===== src/rtl/multicycle_ctrl.sv =====
// multicycle_ctrl: multicycle RV32 control FSM; optional memory timeout under MULTICYCLE_CTRL_TIMEOUT_EN
module multicycle_ctrl #(
  parameter int TIMEOUT_CYCLES = 255
) (
  input  logic        clk,
  input  logic        rst_n,
  input  logic [31:0] instr,
  input  logic        mem_ready,
  input  logic        branch_taken,
  output logic        mem_req,
  output logic        mem_we,
  output logic        mem_is_fetch,
  output logic        ir_load,
  output logic        imm_latch,
  output logic        alu_src_b,
  output logic        reg_we,
  output logic [1:0]  wb_sel,
  output logic        pc_load,
  output logic [1:0]  pc_src,
  output logic [2:0]  state,
  output logic        illegal,
  output logic        bus_err,
  output logic [31:0] retired
);
  typedef enum logic [2:0] {FETCH = 3'd0, DECODE = 3'd1, EXEC = 3'd2, MEM = 3'd3, WB = 3'd4, HALT = 3'd5} state_t;
  state_t st, nxt;
  logic [6:0] op;
  logic legal, is_f, is_d, is_e, is_m, is_w, waiting, tmo, unused_bits;
  assign op = instr[6:0];
  assign state = st;
  assign legal = op inside {7'd3, 7'd19, 7'd23, 7'd35, 7'd51, 7'd55, 7'd99, 7'd103, 7'd111, 7'd115};
  // state qualifiers are gated by rst_n so every strobe is low while reset is held
  assign is_f = rst_n && st == FETCH;
  assign is_d = rst_n && st == DECODE;
  assign is_e = rst_n && st == EXEC;
  assign is_m = rst_n && st == MEM;
  assign is_w = rst_n && st == WB;
  // combinational strobe decode from state, opcode and handshake inputs
  always_comb begin
    mem_req      = is_f | is_m;
    mem_we       = is_m && op == 7'd35;
    mem_is_fetch = is_f;
    ir_load      = is_f && mem_ready;
    imm_latch    = is_d;
    alu_src_b    = is_e && op inside {7'd3, 7'd19, 7'd23, 7'd35, 7'd103};
    reg_we       = is_w && instr[11:7] != 5'd0;
    wb_sel       = !is_w ? 2'd0 : op == 7'd3 ? 2'd1 : (op == 7'd103 || op == 7'd111) ? 2'd2 : 2'd0;
    pc_load      = (is_e && op == 7'd99) | (is_m && op == 7'd35 && mem_ready) | is_w;
    pc_src       = (is_e && op == 7'd99 && branch_taken) ? 2'd1 :
                   (is_w && op == 7'd111) ? 2'd1 :
                   (is_w && op == 7'd103) ? 2'd2 : 2'd0;
    waiting      = mem_req && !mem_ready;
  end
  // next-state selection; unused encodings fall into HALT
  always_comb begin
    case (st)
      FETCH:   nxt = mem_ready ? DECODE : FETCH;
      DECODE:  nxt = (op == 7'd115 || !legal) ? HALT : EXEC;
      EXEC:    nxt = (op == 7'd3 || op == 7'd35) ? MEM : op == 7'd99 ? FETCH : WB;
      MEM:     nxt = !mem_ready ? MEM : op == 7'd35 ? FETCH : WB;
      WB:      nxt = FETCH;
      default: nxt = HALT;
    endcase
  end
  // state, sticky illegal flag and retire counter; every retiring path asserts pc_load
  always_ff @(posedge clk or negedge rst_n)
    if (!rst_n) begin
      st      <= FETCH;
      illegal <= 1'b0;
      retired <= 32'd0;
    end else begin
      st <= tmo ? HALT : nxt;
      if (is_d && !legal) illegal <= 1'b1;
      if (pc_load) retired <= retired + 32'd1;
    end
`ifdef MULTICYCLE_CTRL_TIMEOUT_EN
  localparam logic [7:0] TMAX = 8'(TIMEOUT_CYCLES);
  logic [7:0] tcnt;
  assign tmo = waiting && (tcnt + 8'd1) == TMAX;
  assign unused_bits = ^instr[31:12];
  // wait-cycle counter clears on a completed access or any state change; expiry forces HALT
  always_ff @(posedge clk or negedge rst_n)
    if (!rst_n) begin
      tcnt    <= 8'd0;
      bus_err <= 1'b0;
    end else begin
      tcnt <= (waiting && nxt == st && !tmo) ? tcnt + 8'd1 : 8'd0;
      if (tmo) bus_err <= 1'b1;
    end
`else
  assign tmo = 1'b0;
  assign bus_err = 1'b0;
  assign unused_bits = ^{instr[31:12], TIMEOUT_CYCLES, waiting};
`endif
endmodule


===== config.mk =====
export PLATFORM = sky130hd
export DESIGN_NAME = multicycle_ctrl
export DESIGN_NICKNAME = d
export VERILOG_FILES = /design/src/rtl/multicycle_ctrl.sv
export SDC_FILE = /design/constraint.sdc
export NUM_CORES = 1
export LEC_CHECK = 0
export ABC_CLOCK_PERIOD_IN_PS = 1800
export BUFFER_PORTS_ARGS = -buffer_cell sky130_fd_sc_hd__buf_2
export CORE_MARGIN = 1
export CORE_UTILIZATION = 43
export CTS_CLUSTER_DIAMETER = 30
export DETAILED_ROUTE_END_ITERATION = 6
export GPL_TIMING_DRIVEN = 0
export PLACE_DENSITY = 0.81
export SKIP_LAST_GASP = 1
export SYNTH_ARGS = -nofsm -noshare
export SYNTH_HDL_FRONTEND = slang
export SYNTH_SLANG_ARGS = --single-unit

===== constraint.sdc =====
create_clock -name clk -period 1.8 [get_ports clk]
set_input_delay 0.18 -clock clk [delete_from_list [all_inputs] [get_ports clk]]
set_output_delay 0.18 -clock clk [all_outputs]
set_load 0.01 [all_outputs]

== Yosys cells after proc, flatten, opt, wreduce, memory -nomap -nowiden ==
Index checks and enable logic that the tools add are counted.

* Flip-flop bits (word level): 36
* Input port bits: 36
* Output and inout port bits: 49
* Logic and storage cells: 57

* Add/subtract/negate cells: 1
* Equality and inequality tests: 14
* Mux-type cells: 13
* Bitwise logic cells: 3
* Reductions and logical operators: 23

{| class="wikitable"
|+ Operators by type and width
! operator !! number
|-
| 32-bit by 1-bit adder with 32-bit output (second input constant) || 1
|-
| 7-bit equality test (second input constant) || 4
|-
| 7-bit by 6-bit equality test with 1-bit output (second input constant) || 3
|-
| 1-bit logical AND || 15
|-
| 3-bit two-way mux || 5
|-
| 3-bit one-hot mux with 5 select lines || 1
|-
| 7-bit by 5-bit equality test with 1-bit output (second input constant) || 2
|-
| 2-bit two-way mux || 6
|-
| 10-bit nonzero test || 1
|-
| 5-bit nonzero test || 2
|-
| 7-bit by 2-bit equality test with 1-bit output (second input constant) || 1
|-
| 3-bit by 2-bit equality test with 1-bit output (second input constant) || 2
|-
| 3-bit by 1-bit equality test with 1-bit output (second input constant) || 1
|-
| 3-bit equality test (second input constant) || 1
|-
| 3-bit zero test || 1
|-
| 1-bit logical OR || 3
|-
| 1-bit bitwise OR || 3
|-
| 1-bit zero test || 1
|-
| 1-bit two-way mux || 1
|}

== Logic depth before layout (Yosys ltp) ==
* Word-level depth: 6
* Depth in mapped cells: 8
* Mapped depth without buffers: 6

== Worst setup path after synthesis ==
No wires, ideal clock.

* Kind: reg2reg
* From: register retired[0]
* To: register retired[24]
* Arrival: 1,860 ps
* Setup slack: -186 ps
* Cell stages (with the launch flop): 6
* Period minus slack after synthesis: 1,986 ps
* Path through: dfrtp_1 > ha_1 > nand4_1 > or4_1 > or3_2 > xnor2_1

* Longest elaborated chain between the ends: 1

{| class="wikitable"
|+ RTL lines
! element !! RTL line !! source
|-
| start, declared || 23 || <nowiki>output logic [31:0] retired</nowiki>
|-
| start signal, assigned || 74 || <nowiki>if (pc_load) retired <= retired + 32'd1;</nowiki>
|-
| 32-bit by 1-bit adder with 32-bit output || 74 ||
|}

Every way passes these cells.
A chain may end at the register's enable or synchronous reset.

== Worst setup path after layout ==
* From: register st[0], in the netlist state[0]
* To: register retired[20]

* Longest elaborated chain between the ends: 6
* Elaborated cells on any way between the ends: 11
* Those cells by class: eq/ne: 3; bitwise: 2; reduce/logical: 6

{| class="wikitable"
|+ RTL lines
! element !! RTL line !! source
|-
| start, declared || 26 || <nowiki>state_t st, nxt;</nowiki>
|-
| start signal, assigned || 72 || <nowiki>st <= tmo ? HALT : nxt;</nowiki>
|-
| 3-bit by 2-bit equality test with 1-bit output || 36 || <nowiki>assign is_m = rst_n && st == MEM;</nowiki>
|-
| 1-bit logical AND || 36 ||
|-
| 1-bit logical AND (2 in a row) || 48 || <nowiki>pc_load = (is_e && op == 7'd99) | (is_m && op == 7'd35 && mem_ready) | is_w;</nowiki>
|-
| 1-bit bitwise OR || 48 ||
|-
| 1-bit bitwise OR (*) || 48 ||
|}

Mark *: on every way between the ends. The rest lies on a longest branch, timed or not.

==> run metrics <==
status finished, violations left; violated checks design-rule violations, negative setup slack; Die H 71.2 um; VDD IR-drop max 0.793 mV; ys async rst share 100%; Arr. time, crit path 2.20 ns; slowest CP cell dfrtp_1; share of layout cells above drive strength 1 55.1%; antenna violations before repair 0; Skew-Pair Late Insertion Delay slightly above 0.3 ns; leading area contributor after synthesis dfrtp_1; DR vias 2167; YS warnings 0; gr busiest metal met2; Final Hold Fails 0; Core Rows 24; 1st-iter DRT viols 212; GRT Residual Overflow 0; synthesized flop and latch total 36; Max Freq 497 MHz; final setup fails 32; dpl hpwl ~3600 um; final wirelength 7180 um; Via density 5.89; RR Startpoint state[0]; clock tree sinks 36; global-route wire length before repair between 9000 and 10000 um; DRC Markers 2; Syn-to-layout area delta 58.3%; Slew Limit Fails 0; Detail Route Antenna Nets 0; synth cell count leaders dfrtp_1 (36), xor2_1 (25), nand2_1 (16); Port Buffers 63; Seq/Total Area, Yosys 43.7%; CTS H-tree depth 2; Max Cap Viol 0; WP data required 1.99 ns; PwrDens about 630 nW/um2; setup ws final -0.211 ns; CP bufs+invs 3; number of global-route vias before repair 1900; largest net degree at the start of global routing 37; CTS tree built; path type of the worst setup path reg -> reg; crit path time final 2.01 ns; syn avg cell area 9.77 um2; number of CTS-inserted buffers 5; area of the mapped netlist 2060 um2; top cells by area, synth dfrtp_1 (44%), xor2_1 (11%), nand3_1 (3.4%); GR Util met2 about two fifths; GRT Util Overall 24.6%; CP top delay family buffers and inverters; CP Max Fanout 10; CTS Buffer Depth 2; Mapped Nets 248; Unique masters post-synth 50; total power 2.06 mW; post-layout util ~73%; Worst Hold Class in -> reg; Worst Hold Launch mem_ready; first-pass iteration count of the detailed router 6; Total Nets Final 352; CP Cell Sequence buf_8 > nor4bb_4 > a31oi_1 > o31a_1 > buf_6 > buf_6 > nor3_2 > xor2_1; Worst path most repeated cell buf_6; unrepaired setup endpoints after global routing true; Clock Pin Slew Worst Setup and Hold Paths approximately 0.07 ns; nature of the critical path endpoint flip-flop; most frequent cell after synthesis dfrtp_1; Most used DFF post-synth dfrtp_1; EDFF count, synth 0; Mapped Cells 211; LEAKAGE 1.81 nW; period utilization 112%; Yosys top cell area share between 40% and 50%; Starting Density roughly 46%; Startpoint Class flip-flop; setup clock skew after layout 0.0125 ns; Die Area roughly 5100 um2; core area 4470 um2; Root Driver clkbuf_8; M3 GR Usage under 10%; Crit. Startpoint state[0]; largest stage delay on the critical path 0.40 ns; DIE WIDTH 71.2 um; ant diodes 0; RePlAce Congestion 0.930; met1 usage between 30% and 40%; Fin Hold WS 0.297 ns; num ports 85; post-DR wirelength/cell 19.5 um
[layout by cell type (no fill, tap or decap), types with 3 or more instances in the layout]
master,Yosys,final
inv_1,4,3
xor2_1,25,25
clkbuf_8,0,5
nor2_1,14,9
a21oi_1,3,3
nand2_1,16,15
nand4_1,9,9
buf_4,1,28
xnor2_1,6,6
dfrtp_2,0,5
buf_2,3,62
nor4b_4,0,3
nor4_4,0,5
dfrtp_1,36,31
nand3_2,0,3
buf_6,3,10
nand2b_1,6,5
nor3_2,3,9
nor2_4,0,4
nand3_1,14,11
nor3_4,0,6
[cells by family (layout without fill, tap and decap cells)]
family,count (synthesis),count (layout),share of synthesized area [%]
mux,1,1,0.546
simple gates,109,109,31.6
buf+inv,14,119,4.01
xor+xnor,31,31,13.2
other cells,1,1,0.182
fa+ha+maj,1,1,0.607
flops,36,36,43.7
compound gates,18,18,6.13
[per-layer routing]
metal	wire length (um)	share of wire, %	vias to the layer above
met1	2920	41	1058
met5	0	0	-
met2	3550	49	112
met4	211	2.9	0
met3	498	6.9	18
li1	-	-	979
[where the power goes]
| group | switching [mW] | leakage [nW] | total (mW) | internal [mW] |
|---|---|---|---|---|
| clock | 0.314 | 0.0541 | 0.724 | 0.410 |
| combinational | 0.236 | 1.28 | 0.460 | 0.224 |
| sequential | 0.0344 | 0.476 | 0.878 | 0.843 |
[final timing paths]
check | slack [ns] | endpoint | cells after the start
max in group asynchronous | 1.08 | retired[10] | 3
worst max-delay path | -0.21 | retired[20] | 8
worst min-delay path | 0.30 | state[0] | 4
min in group asynchronous | 0.51 | retired[4] | 3
worst min register to register | 0.47 | retired[31] | 1
worst max register to register | -0.21 | retired[20] | 8
[worst register-to-register path, stage by stage, from the launching register on]
cell,delay [ns]
dfrtp_1,0.40
buf_8,0.14
nor4bb_4,0.26
a31oi_1,0.12
o31a_1,0.15
buf_6,0.16
buf_6,0.18
nor3_2,0.23
xor2_1,0.27
[sequential cells by signal (all words and copies together), names as in the netlist]
| register | count |
|---|---|
| state | 3 |
| retired | 32 |
| illegal | 1 |
[layout make-up]
| type | count | area [um2] |
|---|---|---|
| buffer | 9 | 104 |
| clock buffer | 5 | 68.8 |
| clock inverter | 3 | 42.5 |
| fill | 276 | 1210 |
| inverter | 4 | 18.8 |
| multi-input combinational | 161 | 1420 |
| sequential | 36 | 907 |
| tap | 52 | 65.1 |
| timing repair buffer | 98 | 642 |
[through the flow]
step / setup TNS (ns) / instances / area [um2] / setup WS [ns]
floorplan: -0.246 / 211 / 2140 / -0.102
global placement: -16.95 / 326 / 2520 / -0.607
detailed placement: -18.51 / 326 / 2520 / -0.644
CTS: -3.13 / 355 / 2940 / -0.152
global route: -5.80 / 368 / 3260 / -0.276
finish: -3.40 / 368 / 3260 / -0.211
[what timing repair did]
action                                  CTS  global route
gates cloned                              1             1
hold endpoints to repair                 36             0
endpoints found under the setup margin   38            40
gates resized for setup                  24            49
hold buffers                              2             0
pin swaps                                 8            21
setup buffers                            19            12
Power figures use the tool's default switching activity.
